$ cat config.mk
export PLATFORM = sky130hd
export DESIGN_NAME = cmp_unit_pipe
export DESIGN_NICKNAME = d
export VERILOG_FILES = /design/src/rtl/cmp_unit_pipe.sv
export SDC_FILE = /design/constraint.sdc
export NUM_CORES = 1
export LEC_CHECK = 0
export ABC_AREA = 1
export CAP_MARGIN = 5
export CORE_MARGIN = 8
export CORE_UTILIZATION = 49
export DETAILED_ROUTE_END_ITERATION = 10
export GPL_TIMING_DRIVEN = 0
export PLACE_DENSITY = 0.94
export RECOVER_POWER = 50
export SYNTH_ARGS = -nofsm -noshare
export SYNTH_HDL_FRONTEND = slang
export SYNTH_SLANG_ARGS = --single-unit
$ cat constraint.sdc
create_clock -name clk -period 1.6 [get_ports clk]
set_input_delay 0.16 -clock clk [delete_from_list [all_inputs] [get_ports clk]]
set_output_delay 0.16 -clock clk [all_outputs]
set_load 0.02 [all_outputs]
$ cat src/rtl/cmp_unit_pipe.sv
// Two-stage split-half compare (SEQ/SLT/SLE/SCO) with a pass-through tag; result 2 cycles after accept.
// Valid/ready backpressure: holds up to two ops, in_ready drops only when both stages are full and out_ready=0.
module cmp_unit_pipe #(
  parameter int WIDTH = 16,
  parameter int TAG_W = 4
) (
  input  logic             clk,
  input  logic             rst,
  input  logic             in_valid,
  output logic             in_ready,
  input  logic [WIDTH-1:0] in_a,
  input  logic [WIDTH-1:0] in_b,
  input  logic [1:0]       in_op,
  input  logic             in_signed,
  input  logic [TAG_W-1:0] in_tag,
  output logic             out_valid,
  input  logic             out_ready,
  output logic             out_flag,
  output logic [WIDTH-1:0] out_result,
  output logic [TAG_W-1:0] out_tag
);

  localparam int HALF = WIDTH / 2;

  typedef enum logic [1:0] {
    OpSeq = 2'b00,
    OpSlt = 2'b01,
    OpSle = 2'b10,
    OpSco = 2'b11
  } op_e;

  typedef struct packed {
    logic             hiEq;
    logic             hiLt;
    logic             loEq;
    logic             loLt;
    logic             cLo;
    logic             gHi;
    logic             pHi;
    op_e              op;
    logic [TAG_W-1:0] tag;
  } s1Data_t;

  logic [HALF-1:0] aHi, aLo, bHi, bLo;
  logic [HALF:0]   loSum, hiSum;
  s1Data_t         s1Next, s1Data;
  logic            s1Valid, s2Valid;
  logic            s1Adv, s2Adv;
  logic            eq, lt, co, flagNext;

  assign aHi   = in_a[WIDTH-1:HALF];
  assign aLo   = in_a[HALF-1:0];
  assign bHi   = in_b[WIDTH-1:HALF];
  assign bLo   = in_b[HALF-1:0];
  assign loSum = {1'b0, aLo} + {1'b0, bLo};
  assign hiSum = {1'b0, aHi} + {1'b0, bHi};

  assign s2Adv    = !s2Valid || out_ready;
  assign s1Adv    = !s1Valid || s2Adv;
  assign in_ready = s1Adv;

  // Only the upper slice carries the sign; the low slice is always an unsigned magnitude.
  always_comb begin
    s1Next      = '0;
    s1Next.hiEq = (aHi == bHi);
    if (in_signed) begin
      s1Next.hiLt = ($signed(aHi) < $signed(bHi));
    end else begin
      s1Next.hiLt = (aHi < bHi);
    end
    s1Next.loEq = (aLo == bLo);
    s1Next.loLt = (aLo < bLo);
    s1Next.cLo  = loSum[HALF];
    s1Next.gHi  = hiSum[HALF];
    s1Next.pHi  = &hiSum[HALF-1:0];
    s1Next.op   = op_e'(in_op);
    s1Next.tag  = in_tag;
  end

  assign eq = s1Data.hiEq & s1Data.loEq;
  assign lt = s1Data.hiLt | (s1Data.hiEq & s1Data.loLt);
  assign co = s1Data.gHi | (s1Data.pHi & s1Data.cLo);

  always_comb begin
    flagNext = 1'b0;
    case (s1Data.op)
      OpSeq:   flagNext = eq;
      OpSlt:   flagNext = lt;
      OpSle:   flagNext = lt | eq;
      OpSco:   flagNext = co;
      default: flagNext = 1'b0;
    endcase
  end

  always_ff @(posedge clk or posedge rst) begin
    if (rst) begin
      s1Valid <= 1'b0;
      s1Data  <= '0;
    end else if (s1Adv) begin
      s1Valid <= in_valid;
      s1Data  <= s1Next;
    end
  end

  always_ff @(posedge clk or posedge rst) begin
    if (rst) begin
      s2Valid  <= 1'b0;
      out_flag <= 1'b0;
      out_tag  <= '0;
    end else if (s2Adv) begin
      s2Valid  <= s1Valid;
      out_flag <= flagNext;
      out_tag  <= s1Data.tag;
    end
  end

  assign out_valid  = s2Valid;
  assign out_result = {{(WIDTH-1){1'b0}}, out_flag};

endmodule

==> impl_results.md <==
- Hold_buf cts: 0
- Vias in the first global route: 1750
- Largest net degree at the start of global routing: 21
- DIE HEIGHT: 77.68 µm
- Worst-path clk slew: 0.07 ns
- Req. time, crit path: 1.44 ns
- CTS tree: yes
- DIE WIDTH: 77.68 µm
- Routed vias/inst: 4.661
- Setup slack, reg-to-reg: 0.34 ns
- Starting Density: 50.92%
- I/O Pins: 66
- FP Rows: 22
- Normalized max-slew margin: 53.65%
- Total Wirelength: 4157 µm
- Setup Crit Path Kind: flip-flop to output port
- RD Place Congestion: 0.8634
- First-pass iteration count of the detailed router: 4
- Tightest Hold Check Type: input port to asynchronous set/reset pin
- Vias: 1776
- Final hold violation count: 0
- DRC Markers: 0
- Max Slew Vio Count: 0
- Final period util: 96.11%
- Most common cell after layout, fill and taps aside: nand2_1
- Pwr/cell area: 595.2 nW/µm²
- Crit path time final: 1.538 ns
- Worst path arrival time: 1.38 ns
- P_leak: 0.001462 µW
- Synth Warn #: 0
- Clock buffer depth: 2
- Worst vdd ir: 401.7 µV
- Clock sink total: 20
- Reg-to-Reg End: s1Valid$_DFFE_PP0P_
- Clk root buf: clkbuf_8
- Layout cells sized above 1: 14.41%
- Layout area overhead: 41.34%
- Core Area: 3661 µm²
- Status: complete, no violations
- Worst-path maximum fanout: 10
- Global-route usage over all layers: 13.20%
- Die Area: 6034 µm²
- Sequential fraction of the synthesis area: 26.85%
- Design Area, Final: 2635 µm²
- Gr ovfl total: 0
- First-pass GRT wire length: 6886 µm
- Clk Latency, worst-skew pair: 0.25 ns
- FF-to-FF path depth: 6
- Number of H-tree levels: 1
- R2r startpoint: out_valid$_DFFE_PP0P_
- Max-cap viol count: 0
- Fmax: 650.3 MHz
- Initial DRC count: 72
- Worst Max-Slew Pin Slew: 0.6945 ns
- Initial antenna violation count: 0
- Yosys reg bits: 20
- Final Setup Violations: 0
- Wire per inst: 10.91 µm
- CP startpoint kind: flip-flop
- Mean Syn Cell Area: 7.116 µm²
- Antenna cells: 0
- Crit. End Element: output port
- Cells after Synth: 262
- Area of the multi-input gates: 1174 µm²
- Final net count: 411
- Detailed Place HPWL: 3406 µm
- Fillers: 301
- Pre-CTS WS: -0.4708 ns
- ANT nets after route: 0
- Placed Area: 2477 µm²
- I/O Buffers: 50
- Synth unique cells: 22
- Mapped cell area: 1864 µm²
- CTS Buf Count: 3
- Commonest non-fill, non-tap cells in the layout: 69 x nand2_1, 45 x inv_1, 42 x clkdlybuf4s50_1
- Clock skew: 0.004730 ns
- Final setup margin: 0.06221 ns
- FF+latch area: 500.5 µm²
==> flip-flops by register name, indices dropped and copies added (netlist names) <==
| register | flops |
|---|---|
| out_flag | 1 |
| out_tag | 4 |
| out_valid | 1 |
| s1Data | 13 |
| s1Valid | 1 |
==> metrics by stage <==
stage | utilization, % | total power [µW] | setup TNS [ns] | std cells | hold WS [ns]
5_1_grt | 71.98 | 1684 | -0.04936 | 381 | 0.4837
4_1_cts | 69.14 | 1540 | 0 | 377 | 0.3513
3_5_place_dp | 67.67 | 1233 | -1.806 | 374 | 0.4682
2_1_floorplan | - | 983.2 | 0 | 276 | 0.1238
3_3_place_gp | 67.67 | 1208 | -1.616 | 374 | 0.4575
6_report | 71.98 | 1568 | 0 | 381 | 0.4590
==> metal layers <==
metal  share of wire [%]  GRT usage, %  up-vias
met5                   0             0        -
met4                0.87         3.774        0
met3                 5.5         2.535        4
met2                  54         25.65       48
met1                  39         13.84      799
li1                    -             -      925
==> power breakdown <==
group	switching, µW	internal, µW
logic	343	326
clock network	137	167
registers	31.9	563
==> cell type report <==
cell class,count,share of cell area (%)
flip-flops and latches,20,18.99
multi-input cells,188,44.54
well taps,48,2.279
clock buffers,3,1.567
inverters,50,7.122
repair buffers,54,20.47
plain buffers,18,5.033
==> synth_stat cells <==
cell / count / area (µm²)
nand2_1: 70 / 262.8
inv_1: 48 / 180.2
ha_1: 32 / 400.4
dfrtp_1: 20 / 500.5
buf_4: 16 / 120.1
o21ai_0: 15 / 75.07
a21oi_1: 14 / 70.07
nor2_1: 14 / 52.55
nand3_1: 10 / 50.05
or2_2: 4 / 25.02
o21bai_1: 3 / 22.52
a31oi_1: 2 / 12.51
buf_2: 2 / 10.01
inv_2: 2 / 7.510
nand2_2: 2 / 12.51
nor4_1: 2 / 12.51
conb_1: 1 / 3.750
fa_1: 1 / 20.02
nand3b_1: 1 / 7.510
nand4_1: 1 / 6.260
nor3_1: 1 / 5.000
o211ai_1: 1 / 7.510
==> worst max path at each step <==
stage	startpoint	end	slack, ns	depth (start not counted)
5_1_grt	in_b[10]	s1Data[6]$_DFFE_PP0P_	-0.04	12
3_5_place_dp	in_b[8]	s1Data[7]$_DFFE_PP0P_	-0.47	10
2_1_floorplan	in_a[8]	s1Data[7]$_DFFE_PP0P_	0.19	9
6_report	out_valid$_DFFE_PP0P_	in_ready	0.06	5
4_1_cts	in_b[13]	s1Data[11]$_DFFE_PP0P_	0.004	10
3_3_place_gp	in_b[8]	s1Data[7]$_DFFE_PP0P_	-0.42	10
==> worst max-delay path, cell delays in order, from the launching register on <==
cell             delay (ns)
dfrtp_1                0.35
inv_1                  0.04
nor2_1                 0.14
nand2_2                0.14
buf_4                  0.20
clkdlybuf4s15_2        0.26
==> cell families after synthesis <==
logic type                 synth area share [%]
DFF                                       26.85
and+or+nand+nor                           23.29
other                                    0.2011
buffers and inverters                     17.05
AOI/OAI and AO/OA                         10.07
adders and majority gates                 22.55
==> repair_timing <==
item	CTS	global route
endpoints found under the hold margin	0	0
endpoints found under the setup margin	3	6
resized for setup	11	16
pin swaps	4	5
buffers inserted	0	4
No activity file was read; power rests on OpenSTA's default activity.
